**src/rtl/ram_arbiter_if.sv**
```systemverilog
// Requester port of the RAM arbiter: request/write fields in, ack and read return out.
// master = requesting block, slave = arbiter side.
interface ram_arbiter_if #(
    parameter int ADDR_W = 5,
    parameter int DATA_W = 8
);
    logic              req;
    logic              we;
    logic [ADDR_W-1:0] addr;
    logic [DATA_W-1:0] wdata;
    logic              ack;
    logic              rvalid;
    logic [DATA_W-1:0] rdata;

    modport master (output req, we, addr, wdata, input ack, rvalid, rdata);
    modport slave  (input req, we, addr, wdata, output ack, rvalid, rdata);
endinterface

```
**src/rtl/ram_arbiter.sv**
```systemverilog
// Round-robin arbiter sharing one single-port RAM between two requesters.
// Latency: req -> ack/ram_en 1 cycle; read grant -> rvalid RD_LAT+1 cycles.
// Backpressure: a requester holds req until ack; a losing requester simply waits.
module ram_arbiter #(
    parameter int ADDR_W = 5,
    parameter int DATA_W = 8,
    parameter int RD_LAT = 1
) (
    input  logic              sys_clk,
    input  logic              sys_rst_n,
    ram_arbiter_if.slave      m0,
    ram_arbiter_if.slave      m1,
    output logic              ram_en,
    output logic              ram_we,
    output logic [ADDR_W-1:0] ram_addr,
    output logic [DATA_W-1:0] ram_wdata,
    input  logic [DATA_W-1:0] ram_rdata
);
    typedef struct packed {
        logic is_read;
        logic id;
    } rd_tag_t;

    logic    elig0, elig1;
    logic    win0, win1;
    logic    last_grant;
    rd_tag_t rd_pipe [RD_LAT];
    rd_tag_t rd_out;

    // A master in its ack cycle is still holding the old request, so it is excluded.
    always_comb begin
        elig0 = m0.req & ~m0.ack;
        elig1 = m1.req & ~m1.ack;
        win0  = elig0 & (~elig1 | last_grant);
        win1  = elig1 & ~win0;
    end

    always_ff @(posedge sys_clk or negedge sys_rst_n) begin
        if (!sys_rst_n) begin
            m0.ack     <= 1'b0;
            m1.ack     <= 1'b0;
            ram_en     <= 1'b0;
            ram_we     <= 1'b0;
            ram_addr   <= '0;
            ram_wdata  <= '0;
            last_grant <= 1'b1;
        end else begin
            m0.ack <= win0;
            m1.ack <= win1;
            ram_en <= win0 | win1;
            ram_we <= (win0 & m0.we) | (win1 & m1.we);
            if (win0) begin
                ram_addr   <= m0.addr;
                ram_wdata  <= m0.wdata;
                last_grant <= 1'b0;
            end else if (win1) begin
                ram_addr   <= m1.addr;
                ram_wdata  <= m1.wdata;
                last_grant <= 1'b1;
            end
        end
    end

    // last_grant doubles as the owner of the access currently on the RAM port.
    always_ff @(posedge sys_clk or negedge sys_rst_n) begin
        if (!sys_rst_n) begin
            for (int i = 0; i < RD_LAT; i++) begin
                rd_pipe[i] <= '0;
            end
        end else begin
            rd_pipe[0] <= {ram_en & ~ram_we, last_grant};
            for (int i = 1; i < RD_LAT; i++) begin
                rd_pipe[i] <= rd_pipe[i-1];
            end
        end
    end

    assign rd_out = rd_pipe[RD_LAT-1];

    always_ff @(posedge sys_clk or negedge sys_rst_n) begin
        if (!sys_rst_n) begin
            m0.rvalid <= 1'b0;
            m1.rvalid <= 1'b0;
            m0.rdata  <= '0;
            m1.rdata  <= '0;
        end else begin
            m0.rvalid <= rd_out.is_read & ~rd_out.id;
            m1.rvalid <= rd_out.is_read & rd_out.id;
            if (rd_out.is_read && !rd_out.id) begin
                m0.rdata <= ram_rdata;
            end
            if (rd_out.is_read && rd_out.id) begin
                m1.rdata <= ram_rdata;
            end
        end
    end
endmodule

```
**src/flat_wrapper.sv**
```systemverilog
// flat-port wrapper written by rule: the top's interface ports become plain ports
module ram_arbiter_flat 
#(
    parameter int ADDR_W = 5,
    parameter int DATA_W = 8,
    parameter int RD_LAT = 1
)
  (sys_clk, sys_rst_n, ram_en, ram_we, ram_addr, ram_wdata, ram_rdata, m0_req, m0_we, m0_addr, m0_wdata, m0_ack, m0_rvalid, m0_rdata, m1_req, m1_we, m1_addr, m1_wdata, m1_ack, m1_rvalid, m1_rdata);
  ram_arbiter_if #(.ADDR_W(ADDR_W), .DATA_W(DATA_W)) m0_i ();
  ram_arbiter_if #(.ADDR_W(ADDR_W), .DATA_W(DATA_W)) m1_i ();
  input  logic sys_clk;
  input  logic sys_rst_n;
  output logic ram_en;
  output logic ram_we;
  output logic [ADDR_W-1:0] ram_addr;
  output logic [DATA_W-1:0] ram_wdata;
  input  logic [DATA_W-1:0] ram_rdata;
  input wire logic [$bits(m0_i.req)-1:0] m0_req;
  input wire logic [$bits(m0_i.we)-1:0] m0_we;
  input wire logic [$bits(m0_i.addr)-1:0] m0_addr;
  input wire logic [$bits(m0_i.wdata)-1:0] m0_wdata;
  output wire logic [$bits(m0_i.ack)-1:0] m0_ack;
  output wire logic [$bits(m0_i.rvalid)-1:0] m0_rvalid;
  output wire logic [$bits(m0_i.rdata)-1:0] m0_rdata;
  input wire logic [$bits(m1_i.req)-1:0] m1_req;
  input wire logic [$bits(m1_i.we)-1:0] m1_we;
  input wire logic [$bits(m1_i.addr)-1:0] m1_addr;
  input wire logic [$bits(m1_i.wdata)-1:0] m1_wdata;
  output wire logic [$bits(m1_i.ack)-1:0] m1_ack;
  output wire logic [$bits(m1_i.rvalid)-1:0] m1_rvalid;
  output wire logic [$bits(m1_i.rdata)-1:0] m1_rdata;
  assign m0_i.req = m0_req;
  assign m0_i.we = m0_we;
  assign m0_i.addr = m0_addr;
  assign m0_i.wdata = m0_wdata;
  assign m0_ack = m0_i.ack;
  assign m0_rvalid = m0_i.rvalid;
  assign m0_rdata = m0_i.rdata;
  assign m1_i.req = m1_req;
  assign m1_i.we = m1_we;
  assign m1_i.addr = m1_addr;
  assign m1_i.wdata = m1_wdata;
  assign m1_ack = m1_i.ack;
  assign m1_rvalid = m1_i.rvalid;
  assign m1_rdata = m1_i.rdata;
  ram_arbiter #(.ADDR_W(ADDR_W), .DATA_W(DATA_W), .RD_LAT(RD_LAT)) u_core (.sys_clk(sys_clk), .sys_rst_n(sys_rst_n), .m0(m0_i), .m1(m1_i), .ram_en(ram_en), .ram_we(ram_we), .ram_addr(ram_addr), .ram_wdata(ram_wdata), .ram_rdata(ram_rdata));
endmodule
```
**config.mk**
```make
export PLATFORM = sky130hd
export DESIGN_NAME = ram_arbiter_flat
export DESIGN_NICKNAME = d
export VERILOG_FILES = /design/src/rtl/ram_arbiter_if.sv /design/src/rtl/ram_arbiter.sv /design/src/flat_wrapper.sv
export SDC_FILE = /design/constraint.sdc
export NUM_CORES = 1
export LEC_CHECK = 0
export ABC_AREA = 1
export ABC_CLOCK_PERIOD_IN_PS = 4050
export CORE_MARGIN = 2
export CORE_UTILIZATION = 38
export CTS_CLUSTER_SIZE = 8
export DETAILED_ROUTE_END_ITERATION = 8
export GPL_ROUTABILITY_DRIVEN = 0
export PLACE_DENSITY = 0.74
export SLEW_MARGIN = 20
export SYNTH_ARGS = -nofsm -noshare
export SYNTH_HDL_FRONTEND = slang
export SYNTH_SLANG_ARGS = --single-unit
```
**constraint.sdc**
```tcl
create_clock -name sys_clk -period 4.05 [get_ports sys_clk]
set_clock_uncertainty 0.2 [all_clocks]
set_input_delay 1.0125 -clock sys_clk [delete_from_list [all_inputs] [get_ports sys_clk]]
set_output_delay 1.0125 -clock sys_clk [all_outputs]
set_load 0.02 [all_outputs]
```
==> out/results.txt <==
Number of I/O port buffers - 74
Area delta synth->final - 46.79%
CP delay by family, top - buffers and inverters
Die Wd - 70.80 um
Status - finished, final reports clean
Crit path kind - flop to output port
Crit path DAT - 1.32 ns
Slew Limit Fails - 0
Worst VDD drop - 0.2458 mV
RSZ-0062 raised after global routing - no
# fillers - 421
XOR/XNOR Fraction of Synth Area - 0
Critical Path RT - 2.84 ns
Die Area - 0.005012 mm2
Synth unique cells - 17
Post-synth top area share - 0.5461
N_diodes - 0
Largest net degree at the start of global routing - 39
Layout cell share with drive strength beyond 1 - 0.08429
Number of antenna violations at the first check in global routing - 0
Initial DRC count - 67
CTS tree - built
HP Class - flop to flop
# IOs - 75
Post-synthesis sequential area ratio - 0.5616
Final hold violation count - 0
Final nets - 301
Post-Synthesis Cells - 189
Starting Density - 0.3921
Clk sink count - 38
Startpoint types - flop
Largest family of logic cells by synthesized area - simple AND/OR/NAND/NOR gates
Clock Latency Late Sink - 0.28 ns
Mux cell area share after synthesis - 0
DR pass1 iterations - 4
Final antenna-violating net count - 0
CP cell instances - clkdlybuf4s50_1
Syn Area/Cell - 8.970 um2
Synth Area in Adders - 0
Placed Cells - 306
Buf/Inv on CP - 1
Rel. slew slack - 0.4590
Leakage power - 1.224 nW
Crit path capture type - output port
Setup TNS - 0 ns
Worst-margin pin slew - 0.8115 ns
Final setup violation count - 0
Post-route insts no fill - 313
Vias per inst - 4.581
Area leader, netlist - dfrtp_1
Grt ovf - 0
Compound-Gate Fraction of Synth Area - 0.06790
FMAX - 0.3950 GHz
H-Tree Depth - 2
Slowest stage cell, crit path - clkdlybuf4s50_1
Minimum clock period after layout - 2.532 ns
Fin crit share - 0.6251
Die H - 70.80 um
Hpwl dp - 2.809 mm
Number of setup buffers added after CTS - 0
All-Layer GR Usage - 0.1615
Clock Path Buffers - 2
Clk root buf - clkbuf_8
Site Rows - 24
Power per Cell Area - 617.7 mW/mm2
Via count - 1,434
Synth warnings - 0
Residual DRC - 0
Post-DR wirelength/cell - 12.07 um
Post-synth net total - 229
Post-CTS sizing - 0
Area of the mapped netlist - 0.001695 mm2
CORE AREA - 0.004324 mm2
Global-route wire length before repair - 6.403 mm
DRT Wirelength - 3.779 mm
Maxcap violations - 0
Post-Synth Simple-Gate Area - 0.2524
CTS clk-pin slew, worst paths - 0.07 ns
Vias in the first global route - 1,403
Hold buffers post-CTS - 0
Yosys reg bits - 38
CTS buffer count - 5
Synth area leaders - dfrtp_1 55%, nand3_1 12%, nand2_1 10%
Worst-path fanout max - 3
Worst stage delay on the critical path - 0.63 ns
registers in the layout (all words and copies together) (netlist names):
register           flops
u_core.m0.rdata        8
u_core.m1.rdata        8
u_core.ram_wdata       8
u_core.ram_addr        5
u_core.rd_out          2
u_core.last_grant      1
u_core.m0.ack          1
u_core.m0.rvalid       1
u_core.m1.ack          1
u_core.m1.rvalid       1
u_core.ram_en          1
u_core.ram_we          1
metrics by stage:
| step | area (um2) | util | worst slack (ns) | power (W) | hold slack (ns) |
|---|---|---|---|---|---|
| detailed placement | 2412 | 0.5579 | 1.298 | 0.001316 | 0.1963 |
| global route | 2489 | 0.5755 | 1.486 | 0.001644 | 0.2118 |
| global placement | 2412 | 0.5579 | 1.363 | 0.001303 | 0.1917 |
| floorplan | 1695 | - | 2.214 | 0.0009938 | 0.1887 |
| CTS | 2489 | 0.5755 | 1.502 | 0.001561 | 0.2035 |
| finish | 2489 | 0.5755 | 1.518 | 0.001537 | 0.2013 |
Yosys cell counts:
cell type,instances
buf_12,1
buf_2,3
buf_4,2
buf_6,3
dfrtp_1,37
dfstp_2,1
inv_1,30
inv_2,1
nand2_1,45
nand2_2,4
nand3_1,39
nand3_2,1
nor2_1,3
nor2_4,1
o21ai_0,9
o21ai_2,8
or2_1,1
cell type report:
| cell class | count | area (um2) | area share |
|---|---|---|---|
| Multi-Input combinational cell | 111 | 543.0 | 0.2182 |
| Inverter | 31 | 116.4 | 0.04676 |
| Timing Repair Buffer | 74 | 735.7 | 0.2956 |
| Clock buffer | 7 | 76.32 | 0.03067 |
| Sequential cell | 38 | 952.2 | 0.3826 |
| Tap cell | 52 | 65.06 | 0.02614 |
metal layers:
metal  track usage  up-vias  wire length, um  part of all wire
li1              -      729                -                 -
met1        0.2076      644             1661              0.44
met2        0.2658       55             1790              0.47
met3       0.05413        6              295             0.078
met4       0.03774        0               31            0.0082
met5             0        -                0                 0
report_power, final:
group	switching (W)	leakage [nW]	internal (W)	total, W
combinational	0.000377	0.723	0.000332	0.000708
sequential	0.0000720	0.462	0.000519	0.000591
clock	0.000120	0.0383	0.000118	0.000238
cell families (layout without fill, tap and decap cells):
kind of cell | Yosys count | count (layout)
buffers and inverters | 40 | 112
and+or+nand+nor | 94 | 94
DFF | 38 | 38
AOI/OAI and AO/OA | 17 | 17
path summary, 6_finish.rpt:
check / cells past startpoint / endpoint / start / slack (ns)
setup reg to reg: 6 / u_core.ram_addr[0]$_DFFE_PN0P_ / u_core.m1.ack$_DFF_PN0_ / 2.38
hold / removal: 0 / u_core.rd_out[0]$_DFF_PN0_ / u_core.last_grant$_DFFE_PN1P_ / 0.20
min in group asynchronous: 1 / u_core.m0.rdata[4]$_DFFE_PN0P_ / sys_rst_n / 0.62
setup / recovery: 1 / m0_ack / u_core.m0.ack$_DFF_PN0_ / 1.52
hold reg to reg: 0 / u_core.rd_out[0]$_DFF_PN0_ / u_core.last_grant$_DFFE_PN1P_ / 0.20
max in group asynchronous: 1 / u_core.m1.rvalid$_DFF_PN0_ / sys_rst_n / 2.52
layout by cell type, fill, tap and decap left out:
| cell type | Yosys | routed |
|---|---|---|
| nand2_2 | 4 | 4 |
| nand3_2 | 1 | 1 |
| clkdlybuf4s50_1 | 0 | 73 |
| inv_2 | 1 | 1 |
| nor2_4 | 1 | 1 |
| o21ai_2 | 8 | 8 |
| nor2_1 | 3 | 3 |
| or2_1 | 1 | 1 |
| inv_1 | 30 | 30 |
| o21ai_0 | 9 | 9 |
| nand2_1 | 45 | 45 |
| dfrtp_1 | 37 | 37 |
| clkbuf_1 | 0 | 2 |
| buf_2 | 3 | 1 |
| dfstp_2 | 1 | 1 |
| clkbuf_8 | 0 | 5 |
| nand3_1 | 39 | 39 |
Power figures use the tool's default switching activity.
